## config.mk

```make
export PLATFORM = sky130hd
export DESIGN_NAME = clock_select_ctrl
export DESIGN_NICKNAME = d
export VERILOG_FILES = /design/src/rtl/clock_select_pkg.sv /design/src/rtl/sync_bit.sv /design/src/rtl/clock_select_ctrl.sv
export SDC_FILE = /design/constraint.sdc
export NUM_CORES = 1
export LEC_CHECK = 0
export ABC_CLOCK_PERIOD_IN_PS = 1700
export CAP_MARGIN = 20
export CORE_ASPECT_RATIO = 0.6
export CORE_MARGIN = 4
export CORE_UTILIZATION = 42
export DETAILED_ROUTE_END_ITERATION = 10
export GPL_ROUTABILITY_DRIVEN = 0
export GPL_TIMING_DRIVEN = 0
export PLACE_DENSITY = 0.71
export RECOVER_POWER = 25
export SETUP_SLACK_MARGIN = 0.3
export SYNTH_ARGS = -nofsm -noshare
export SYNTH_HDL_FRONTEND = slang
export SYNTH_SLANG_ARGS = --single-unit
```

## constraint.sdc

```tcl
create_clock -name CLK -period 1.7 [get_ports CLK]
set_input_delay 0.34 -clock CLK [delete_from_list [all_inputs] [get_ports CLK]]
set_output_delay 0.34 -clock CLK [all_outputs]
set_load 0.01 [all_outputs]
```

## src/rtl/clock_select_pkg.sv

```systemverilog
// Shared types and default configuration for the clock-select controller.
package clock_select_pkg;

    localparam int DEF_SYNC_STAGES    = 2;
    localparam int DEF_SETTLE_CYCLES  = 4;
    localparam int DEF_TIMEOUT_CYCLES = 64;

    typedef enum logic [2:0] {
        IDLE,
        ISSUE,
        WAIT_ASSERT,
        WAIT_RELEASE,
        SETTLE
    } state_t;

endpackage

```

## src/rtl/sync_bit.sv

```systemverilog
// Multi-flop synchronizer for a single level signal crossing into i_clk.
module sync_bit #(
    parameter int STAGES = 2
) (
    input  logic i_clk,
    input  logic i_rst,
    input  logic i_d,
    output logic o_q
);

    logic [STAGES-1:0] r_sync;

    // NOTE: flops clear to 0 so the FSM sees the mux as "in reset" until the
    // real level has propagated through every stage after RST drops.
    always_ff @(posedge i_clk or posedge i_rst) begin
        if (i_rst) begin
            r_sync <= '0;
        end else begin
            r_sync <= {r_sync[STAGES-2:0], i_d};
        end
    end

    assign o_q = r_sync[STAGES-1];

endmodule

```

## src/rtl/clock_select_ctrl.sv

```systemverilog
// Sequences a glitch-free clock-mux switch: load select, wait for the mux reset
// to assert and release, then settle. Define CLKSEL_WATCHDOG_EN for the wait-state watchdog.
module clock_select_ctrl
    import clock_select_pkg::*;
#(
    parameter int SYNC_STAGES    = DEF_SYNC_STAGES,
    parameter int SETTLE_CYCLES  = DEF_SETTLE_CYCLES,
    parameter int TIMEOUT_CYCLES = DEF_TIMEOUT_CYCLES
) (
    input  logic       CLK,
    input  logic       RST,
    input  logic       REQ_VALID,
    input  logic       REQ_SEL,
    output logic       REQ_READY,
    output logic       SELECT,
    output logic       SELECT_ENABLE,
    input  logic       SEL_RST_N,
    output logic       DONE,
    output logic       BUSY,
    output logic [7:0] SWITCH_COUNT,
    output logic       TIMEOUT
);

    if (SYNC_STAGES < 2 || SYNC_STAGES > 4) begin : g_bad_sync_stages
        $error("SYNC_STAGES must be in 2..4");
    end
    if (SETTLE_CYCLES < 1 || SETTLE_CYCLES > 255) begin : g_bad_settle_cycles
        $error("SETTLE_CYCLES must be in 1..255");
    end
    if (TIMEOUT_CYCLES < 2 || TIMEOUT_CYCLES > 65535) begin : g_bad_timeout_cycles
        $error("TIMEOUT_CYCLES must be in 2..65535");
    end

    localparam logic [7:0] SETTLE_LAST = 8'(SETTLE_CYCLES - 1);

    state_t     r_state;
    logic       r_select;
    logic       r_select_en;
    logic       r_done;
    logic [7:0] r_switch_count;
    logic [7:0] r_settle_cnt;
    logic       w_mux_rst_n;

`ifdef CLKSEL_WATCHDOG_EN
    localparam logic [15:0] WDOG_LAST = 16'(TIMEOUT_CYCLES - 1);

    logic [15:0] r_wdog;
    logic        r_timeout;
`endif

    sync_bit #(
        .STAGES (SYNC_STAGES)
    ) u_sel_rst_sync (
        .i_clk (CLK),
        .i_rst (RST),
        .i_d   (SEL_RST_N),
        .o_q   (w_mux_rst_n)
    );

    // NOTE: all state is assigned with <= so every branch reads the
    // pre-edge values and the strobes default low each cycle.
    always_ff @(posedge CLK or posedge RST) begin
        if (RST) begin
            r_state        <= IDLE;
            r_select       <= 1'b0;
            r_select_en    <= 1'b0;
            r_done         <= 1'b0;
            r_switch_count <= 8'd0;
            r_settle_cnt   <= 8'd0;
`ifdef CLKSEL_WATCHDOG_EN
            r_wdog         <= 16'd0;
            r_timeout      <= 1'b0;
`endif
        end else begin
            r_select_en <= 1'b0;
            r_done      <= 1'b0;
            case (r_state)
                IDLE: begin
                    if (REQ_VALID) begin
`ifdef CLKSEL_WATCHDOG_EN
                        r_timeout <= 1'b0;
`endif
                        if (REQ_SEL == r_select) begin
                            r_done <= 1'b1;
                        end else begin
                            r_select    <= REQ_SEL;
                            r_select_en <= 1'b1;
                            r_state     <= ISSUE;
                        end
                    end
                end
                ISSUE: begin
                    r_state <= WAIT_ASSERT;
`ifdef CLKSEL_WATCHDOG_EN
                    r_wdog  <= 16'd0;
`endif
                end
                WAIT_ASSERT: begin
                    if (!w_mux_rst_n) begin
                        r_state <= WAIT_RELEASE;
`ifdef CLKSEL_WATCHDOG_EN
                        r_wdog  <= 16'd0;
                    end else if (r_wdog == WDOG_LAST) begin
                        r_timeout <= 1'b1;
                        r_state   <= IDLE;
                    end else begin
                        r_wdog <= r_wdog + 16'd1;
`endif
                    end
                end
                WAIT_RELEASE: begin
                    if (w_mux_rst_n) begin
                        r_state      <= SETTLE;
                        r_settle_cnt <= 8'd0;
`ifdef CLKSEL_WATCHDOG_EN
                    end else if (r_wdog == WDOG_LAST) begin
                        r_timeout <= 1'b1;
                        r_state   <= IDLE;
                    end else begin
                        r_wdog <= r_wdog + 16'd1;
`endif
                    end
                end
                SETTLE: begin
                    if (r_settle_cnt == SETTLE_LAST) begin
                        r_state        <= IDLE;
                        r_done         <= 1'b1;
                        r_switch_count <= r_switch_count + 8'd1;
                    end else begin
                        r_settle_cnt <= r_settle_cnt + 8'd1;
                    end
                end
                default: r_state <= IDLE;
            endcase
        end
    end

    assign REQ_READY     = (r_state == IDLE);
    assign BUSY          = (r_state != IDLE);
    assign SELECT        = r_select;
    assign SELECT_ENABLE = r_select_en;
    assign DONE          = r_done;
    assign SWITCH_COUNT  = r_switch_count;

`ifdef CLKSEL_WATCHDOG_EN
    assign TIMEOUT = r_timeout;
`else
    assign TIMEOUT = 1'b0;
`endif

endmodule
```

Word level (Yosys, flattened, before mapping). Cells that the tools add are included.

Reductions and logical operators: 7. Muxes and demuxes: 16. Add/sub/neg operators: 2. Equal/unequal tests: 12. Bitwise operators: 1.

Operators with widths (count): adder 8 x 1 -> 8 bit (second input constant) (2); 2-to-1 mux 8 bit (2); one-hot mux 8 bit (2 select lines) (1); 2-to-1 mux 3 bit (5); one-hot mux 3 bit (5 select lines) (1); inequality test 2 bit (second input constant) (5); == test 8 x 2 -> 1 bit (second input constant) (1); == test 3 x 2 -> 1 bit (second input constant) (2); 2-to-1 mux 1 bit (6); AND reduction 3 bit (2); AND reduction 5 bit (1); == test 3 x 1 -> 1 bit (second input constant) (1); == test 3 bit (second input constant) (1); logical NOT 3 bit (1); nonzero test 3 bit (1); inequality test 2 x 1 -> 1 bit (second input constant) (1); one-hot mux 1 bit (2 select lines) (1); AND reduction 2 bit (1); nonzero test 2 bit (1); == test 1 bit (1); inverter 1 bit (1).

Logic and storage cells: 45. Flip-flop bits (word level): 24. Bits of input ports: 5.

Depth between registers and ports, before layout. Gate-level depths: netlist of the first run.

Depth after elaboration: 4. Depth in mapped cells: 6.

By module. Synthesis of the first run repeated with hierarchy kept, for this count alone.

Cell total of the unflattened synthesis: 100. Area, all modules: 1116.1 µm².

Modules (own cells, without submodules): clock_select_ctrl (area each 1062.3 µm², instances 1, cells an instance 97); sync_bit (area each 53.8 µm², instances 1, cells an instance 3).

Worst setup path after synthesis of the first run. OpenSTA, ideal clock, no wires.

Path type: register to register. Start: register r_settle_cnt[0]. End: register r_switch_count[1], in the netlist SWITCH_COUNT[1]. Path buffers: 1. Path slack: 0.189 ns. Cell stages (with the launch flop): 6. Arrival: 1.386 ns. Clock period less this slack: 1.511 ns. Required time: 1.575 ns. Path through: dfrtp_1 ha_1 nor4b_2 and3_1 buf_4 mux2_2.

Longest elaborated chain between the ends: 2.

Ends and longest elaborated chain: start, declared (line clock_select_ctrl.sv:41) `logic [7:0] r_settle_cnt;`; start signal, assigned (line clock_select_ctrl.sv:130) `r_settle_cnt <= r_settle_cnt + 8'd1;`; == test 8 x 2 -> 1 bit (line clock_select_ctrl.sv:125) `if (r_settle_cnt == SETTLE_LAST) begin`; AND reduction 2 bit (no source line); end signal, assigned (line clock_select_ctrl.sv:128) `r_switch_count <= r_switch_count + 8'd1;`; end, declared (line clock_select_ctrl.sv:40) `logic [7:0] r_switch_count;`.

No other way between the ends. A chain may end at the register's enable or synchronous reset.

Worst setup path after layout of the first run.
Start: register r_state[1]. End: output REQ_READY.

Longest elaborated chain between the ends: 1.

Ends and longest elaborated chain: start, declared (line clock_select_ctrl.sv:36) `state_t r_state;`; start signal, assigned (line clock_select_ctrl.sv:64) `r_state <= IDLE;`; start signal, assigned (line clock_select_ctrl.sv:88) `r_state <= ISSUE;`; start signal, assigned (line clock_select_ctrl.sv:93) `r_state <= WAIT_ASSERT;`; logical NOT 3 bit (line clock_select_ctrl.sv:138) `assign REQ_READY = (r_state == IDLE);`; end, declared (line clock_select_ctrl.sv:14) `output logic REQ_READY,`.

No other way between the ends.

==> results.md, run 1 <==
- Status: complete, no violations
- Comb pwr share: 39.7%
- IO Count: 19
- Synthesized netlist net count: 102
- Clock power share: 21.0%
- DRC: 0
- First-pass GRT wire length: 3860 um
- Seq pwr share: 39.2%
- Ys Warns: 0
- Yosys top cell area share: 55.2%
- Antenna viol nets, final: 0
- Slew HR: 29.0%
- Starting Density: 47.1%
- Worst-Skew Late Latency: 0.27 ns
- CTS tree: yes
- Minimum clock period: 1.59 ns
- Vias per cell: 5.29
- Max Slew Vio Count: 0
- Diodes inserted: 0
- Commonest non-fill, non-tap cell in the layout: dfrtp_1
- Area after DPL: 0.00132 mm2
- Netlist cell types: 31
- Routed via count: 873
- Max IR drop VDD: 0.000756 V
- Fin. Hold Viols: 0
- DR WL/cell: 13.9 um
- Int Power: 1280 uW
- Post-Syn Instances: 95
- CP Class: flip-flop to output port
- Initial antenna violation count: 0
- Tot GR Track Use: 15.1%
- Reg-to-reg setup timing slack: 0.16 ns
- End point of the critical path: REQ_READY
- Synth Flop Type: dfrtp_1
- Setup crit end kind: output port
- CP max FO: 2
- CTS root buf: clkbuf_8
- Vias in the first global route: 861
- Net Sw Frac: 30.1%
- Worst-Margin Slew: 1.06 ns
- Share of layout cells above drive strength 1: 37.0%
- Port Buffers: 17
- Final nets: 143
- Core Rows: 13
- Worst Path Required: 1.36 ns
- Chip Height: 47.4 um
- Hpwl dp: 1440 um
- Clock buffer depth: 2
- Num Clock Sinks: 24
- Pwr Density: 1160 mW/mm2
- Cells after DPL: 142
- R2R Path End: SWITCH_COUNT[7]
- Static Leak: 0.000813 uW
- Number of synthesized register bits: 24
- R2r worst-path depth: 6
- Post-route cell area: 0.00158 mm2
- Worst Skew: 0.00509 ns
- Crit path from: r_state[1]
- Post-synth design cell area: 0.00109 mm2
- Register area share after synthesis: 55.2%
- Final worst-path cycle share: 93.3%
- Worst hold stages: 0
- Full die area: 0.00349 mm2
- Net Switching: 552 uW
- Post-synth ARST share: 100%
- RR Startpoint: r_settle_cnt[0]
- Die W: 73.7 um
- DR pass1 iterations: 4
- Max cap viols: 0
- GRT overflow: 0
- Post-Route WL: 2300 um
- Post-synthesis compound-gate area fraction: 6.10%
- Post-route insts no fill: 165
- Critical path launch point type: flip-flop
- Most frequent cells in the layout: 21 x dfrtp_1, 13 x buf_4, 11 x dlygate4sd2_1, 10 x buf_6, 7 x nand4_1
- Largest net degree at the start of global routing: 25
- Setup tns final: 0 ns
- Setup violators final: 0
- Initial drt markers: 35
- Reg clk slew, reported paths: 0.08 ns
- Number of synthesized flops with an enable pin: 0
- Adder-cell share of the synthesized area: 2.30%
- Main combinational cell family by area after synthesis: simple AND/OR/NAND/NOR gates
- Synth area leaders: dfrtp_1 55%, xnor2_1 4.8%, nand4_1 4.0%
- Hold crit path type: flip-flop to flip-flop
- RSZ-0062 raised after global routing: true
- Post-synthesis simple-gate area fraction: 21.1%
- H-tree levels: 1
- P&R area growth vs syn: 45.6%
- CORE AREA: 0.00231 mm2
- Post-CTS Hold Buffers: 0
- Fmax: 630 MHz
- Worst EP arrival: 1.25 ns
- Num CTS Buffers: 3
- Yosys top cell by area: dfrtp_1
- Post-synthesis mux area share: 3.91%
- Syn avg cell area: 11.4 um2
- Xor/xnor share of the synthesized area: 7.94%
[critical path, stage by stage, from the launching register on]
cell and delay (ns):
dfrtp_2 0.41, or3_4 0.41, inv_4 0.07, buf_6 0.09
[layout make-up]
type                    count  area [um2]
clock buffers               4        55.1
plain buffers               3        30.0
flip-flops and latches     24         604
inverters                   4        18.8
fillers                   181         727
repair buffers             36         322
well taps                  30        37.5
multi-input cells          64         515
[cell usage after synthesis (2+ instances only)]
cell type	count
ha_1	2
nand3_1	4
inv_1	3
o31ai_1	3
o21ai_0	3
nand4_1	7
mux2i_1	2
dfrtp_1	24
and3_1	4
xnor2_1	6
buf_4	2
o211ai_1	2
nor2_1	5
xor2_1	2
mux2_2	2
and2_1	2
nand2_1	8
[through the flow]
stage	hold WS [ns]	util [%]	worst slack, ns	total power, uW
global placement	0.334	57.1	-0.0519	1190
detailed placement	0.343	57.1	-0.0762	1210
floorplan	0.331	-	0.242	1020
global route	0.382	68.5	0.0636	1940
finish	0.359	68.5	0.114	1830
CTS	0.362	64.0	0.0921	1680
[kinds of logic (layout without fill, tap and decap cells)]
group	count (synthesis)	in the layout
mux	4	4
other cells	1	1
compound gates	10	10
flops	24	24
fa+ha+maj	2	2
xor+xnor	9	9
buf+inv	7	47
simple gates	38	38
[routing by layer]
metal | vias up | GRT usage [%] | share of wire (%)
met1 | 427 | 17.3 | 43
met5 | - | 0 | 0
met3 | 5 | 5.24 | 6.4
li1 | 419 | - | -
met2 | 22 | 26.8 | 49
met4 | 0 | 6.50 | 1.4
[power by group through the flow]
stage	clock network [uW]	logic [uW]	registers [uW]
after floorplan	0	252	769
final	385	728	719
after CTS	399	573	712
after global placement	0	421	765
after detailed placement	0	434	775
after global routing	425	792	728
[what timing repair did]
item,4_1_cts,5_1_grt
setup buffers,13,5
gates resized for setup,28,22
endpoints found under the setup margin,22,21
pin swaps,11,13
gates cloned,0,1
[worst min-delay path by stage]
stage,end,from,slack [ns]
after CTS,u_sel_rst_sync.r_sync[1],u_sel_rst_sync.r_sync[0],0.36
final,u_sel_rst_sync.r_sync[1],u_sel_rst_sync.r_sync[0],0.36
after detailed placement,u_sel_rst_sync.r_sync[1],u_sel_rst_sync.r_sync[0],0.34
after global routing,u_sel_rst_sync.r_sync[1],u_sel_rst_sync.r_sync[0],0.38
after floorplan,u_sel_rst_sync.r_sync[1],u_sel_rst_sync.r_sync[0],0.33
after global placement,u_sel_rst_sync.r_sync[1],u_sel_rst_sync.r_sync[0],0.33
[sequential cells by signal, summed over array words and instances (netlist names)]
signal / flops
r_settle_cnt: 8
SWITCH_COUNT: 8
SELECT: 1
SELECT_ENABLE: 1
r_state: 3
DONE: 1
u_sel_rst_sync.r_sync: 2
No activity file was read; power rests on OpenSTA's default activity.
==> inputs of run 2 (changes only) <==
--- a/config.mk
+++ b/config.mk
@@ -5,6 +5,7 @@
 export SDC_FILE = /design/constraint.sdc
 export NUM_CORES = 1
 export LEC_CHECK = 0
+export ABC_AREA = 0
 export ABC_CLOCK_PERIOD_IN_PS = 1700
 export CAP_MARGIN = 20
 export CORE_ASPECT_RATIO = 0.6
@@ -19,3 +20,4 @@
 export SYNTH_ARGS = -nofsm -noshare
 export SYNTH_HDL_FRONTEND = slang
 export SYNTH_SLANG_ARGS = --single-unit
+export TNS_END_PERCENT = 5
==> constraint.sdc (replaced) <==
create_clock -name CLK -period 1.7 [get_ports CLK]
set_input_delay 0.17 -clock CLK [delete_from_list [all_inputs] [get_ports CLK]]
set_output_delay 0.17 -clock CLK [all_outputs]
set_load 0.01 [all_outputs]
==> run 2 against run 1 <==
Effect of this change:
- sequential share of layout area is 4.4 points higher
- non-clock buffer count fell by 11
- sequential cell count unchanged
==> results.md, run 2 (same netlist as run 1, synthesis figures left out) <==
- Fin. Hold Viols: 0 (unchanged)
- Slew HR: 39.3% (was 29.0%)
- CTS root buf: clkbuf_8 (unchanged)
- Critical path launch point type: flip-flop (unchanged)
- RSZ-0062 raised after global routing: true (unchanged)
- Post-Route WL: 2180 um (was 2300 um)
- CORE AREA: 0.00231 mm2 (unchanged)
- Routed via count: 795 (was 873)
- Tot GR Track Use: 14.1% (was 15.1%)
- Largest net degree at the start of global routing: 25 (unchanged)
- Commonest non-fill, non-tap cell in the layout: dfrtp_1 (unchanged)
- Static Leak: 0.000647 uW (was 0.000813 uW)
- Setup crit end kind: flip-flop (was output port)
- Port Buffers: 17 (unchanged)
- Post-route insts no fill: 153 (was 165)
- Die W: 73.7 um (unchanged)
- Final worst-path cycle share: 88.8% (was 93.3%)
- Hold Path Origin: u_sel_rst_sync.r_sync[0] (unchanged)
- Clock buffer depth: 2 (unchanged)
- Starting Density: 47.1% (unchanged)
- Worst hold stages: 0 (unchanged)
- Reg-to-reg setup timing slack: 0.19 ns (was 0.16 ns)
- Fmax: 663 MHz (was 630 MHz)
- Worst EP arrival: 1.66 ns (was 1.25 ns)
- DR pass1 iterations: 4 (unchanged)
- Reg clk slew, reported paths: 0.08 ns (about the same)
- Hpwl dp: 1560 um (was 1440 um)
- IO Count: 19 (unchanged)
- Minimum clock period: 1.51 ns (was 1.59 ns)
- Worst-Margin Slew: 0.910 ns (was 1.06 ns)
- Final nets: 132 (was 143)
- CP Class: flip-flop to flip-flop (was flip-flop to output port)
- CP max FO: 6 (was 2)
- GRT overflow: 0 (unchanged)
- Post-Route Utilization: 61.3% (was 68.5%)
- Power, Total: 1590 uW (was 1830 uW)
- RR Startpoint: r_settle_cnt[2] (was r_settle_cnt[0])
- Setup tns final: 0 ns (unchanged)
- Core Rows: 13 (unchanged)
- Max IR drop VDD: 0.000657 V (was 0.000756 V)
- Vias in the first global route: 770 (was 861)
- R2r worst-path depth: 4 (was 6)
- CTS tree: yes (unchanged)
- Pwr Density: 1120 mW/mm2 (was 1160 mW/mm2)
- P&R area growth vs syn: 30.3% (was 45.6%)
- DRC: 0 (unchanged)
- R2R Path End: SWITCH_COUNT[1] (was SWITCH_COUNT[7])
- Worst-Skew Late Latency: 0.26 ns (was 0.27 ns)
- Status: complete, no violations (unchanged)
- Diodes inserted: 0 (unchanged)
- Max cap viols: 0 (unchanged)
- Setup violators final: 0 (unchanged)
- Initial antenna violation count: 0 (unchanged)
- Initial drt markers: 21 (was 35)
- Full die area: 0.00349 mm2 (unchanged)
- Hold crit path type: flip-flop to flip-flop (unchanged)
- Chip Height: 47.4 um (unchanged)
- Cells after DPL: 142 (unchanged)
- Share of layout cells above drive strength 1: 20.3% (was 37.0%)
- H-tree levels: 1 (unchanged)
- Vias per cell: 5.20 (was 5.29)
- Num Clock Sinks: 24 (unchanged)
- Worst Path Required: 1.85 ns (was 1.36 ns)
- Most frequent cells in the layout: 22 x dfrtp_1, 13 x clkdlybuf4s50_1, 8 x nand2_1, 8 x buf_4, 7 x nand4_1 (was 21 x dfrtp_1, 13 x buf_4, 11 x dlygate4sd2_1, 10 x buf_6, 7 x nand4_1)
- Hold Path Sink: u_sel_rst_sync.r_sync[1] (unchanged)
- Antenna viol nets, final: 0 (unchanged)
- Worst Skew: 0.00192 ns (was 0.00509 ns)
- DR WL/cell: 14.2 um (was 13.9 um)
- Num CTS Buffers: 3 (unchanged)
- Max Slew Vio Count: 0 (unchanged)
- First-pass GRT wire length: 3590 um (was 3860 um)
-- run 2: changes by cell type in the layout (fill, tap and decap cells not counted), moves of 2 or more --
cell / change
nand2_1: +3
inv_1: +2
dlygate4sd2_1: -11
nand2_4: -2
clkbuf_1: +2
buf_4: -5
buf_6: -9
clkdlybuf4s50_1: +11
-- run 2: worst max-delay path by stage --
stage                            endpoint  cells past startpoint            start  slack [ns]
after floorplan           SWITCH_COUNT[1]                      5  r_settle_cnt[0]        0.24
after global placement          REQ_READY                      3       r_state[2]        0.10
after detailed placement        REQ_READY                      3       r_state[0]        0.09
after CTS                 SWITCH_COUNT[1]                      5  r_settle_cnt[0]        0.18
after global routing      SWITCH_COUNT[7]                      6  r_settle_cnt[1]        0.11
final                     SWITCH_COUNT[1]                      4  r_settle_cnt[2]        0.19
-- run 2: layout make-up --
| cell class | instances | area, um2 |
|---|---|---|
| inverter | 4 | 15.0 |
| buffer | 3 | 22.5 |
| fill | 189 | 893 |
| tap | 30 | 37.5 |
| sequential | 24 | 603 |
| multi-input combinational | 64 | 475 |
| timing repair buffer | 25 | 221 |
| clock buffer | 3 | 41.3 |
-- run 2: critical path: stages (launching register included) --
cell and delay [ns]:
dfrtp_1 0.46, nor3_1 0.31, and3_1 0.22, buf_6 0.12
mux2_4 0.29
-- run 2: timing repair --
action / in CTS / in global routing
resized for setup: 10 / 0
setup endpoints to repair: 15 / 28
pin swaps: 2 / 2
buffers inserted: 6 / 2
hold buffers: 0 / 0
-- run 2: where the power goes --
part,internal (uW),switching (uW),total [uW]
registers,665,81.2,746
clock network,158,164,322
logic,271,248,519
total,1090,493,1590
-- run 2: metal layers --
layer	wire [um]	part of all wire (%)	up-vias	track usage, %
met2	1040	48	20	25.4
met4	22	1.0	0	3.25
met5	0	0	-	0
li1	-	-	395	-
met1	1000	46	376	16.7
met3	114	5.2	4	5.03
-- run 2: stage by stage --
stage | area, um2 | setup WS, ns | hold slack, ns
after floorplan | 1110 | 0.242 | 0.185
after global placement | 1310 | 0.101 | 0.336
after detailed placement | 1310 | 0.0887 | 0.343
after CTS | 1410 | 0.176 | 0.337
after global routing | 1420 | 0.109 | 0.373
final | 1420 | 0.191 | 0.359
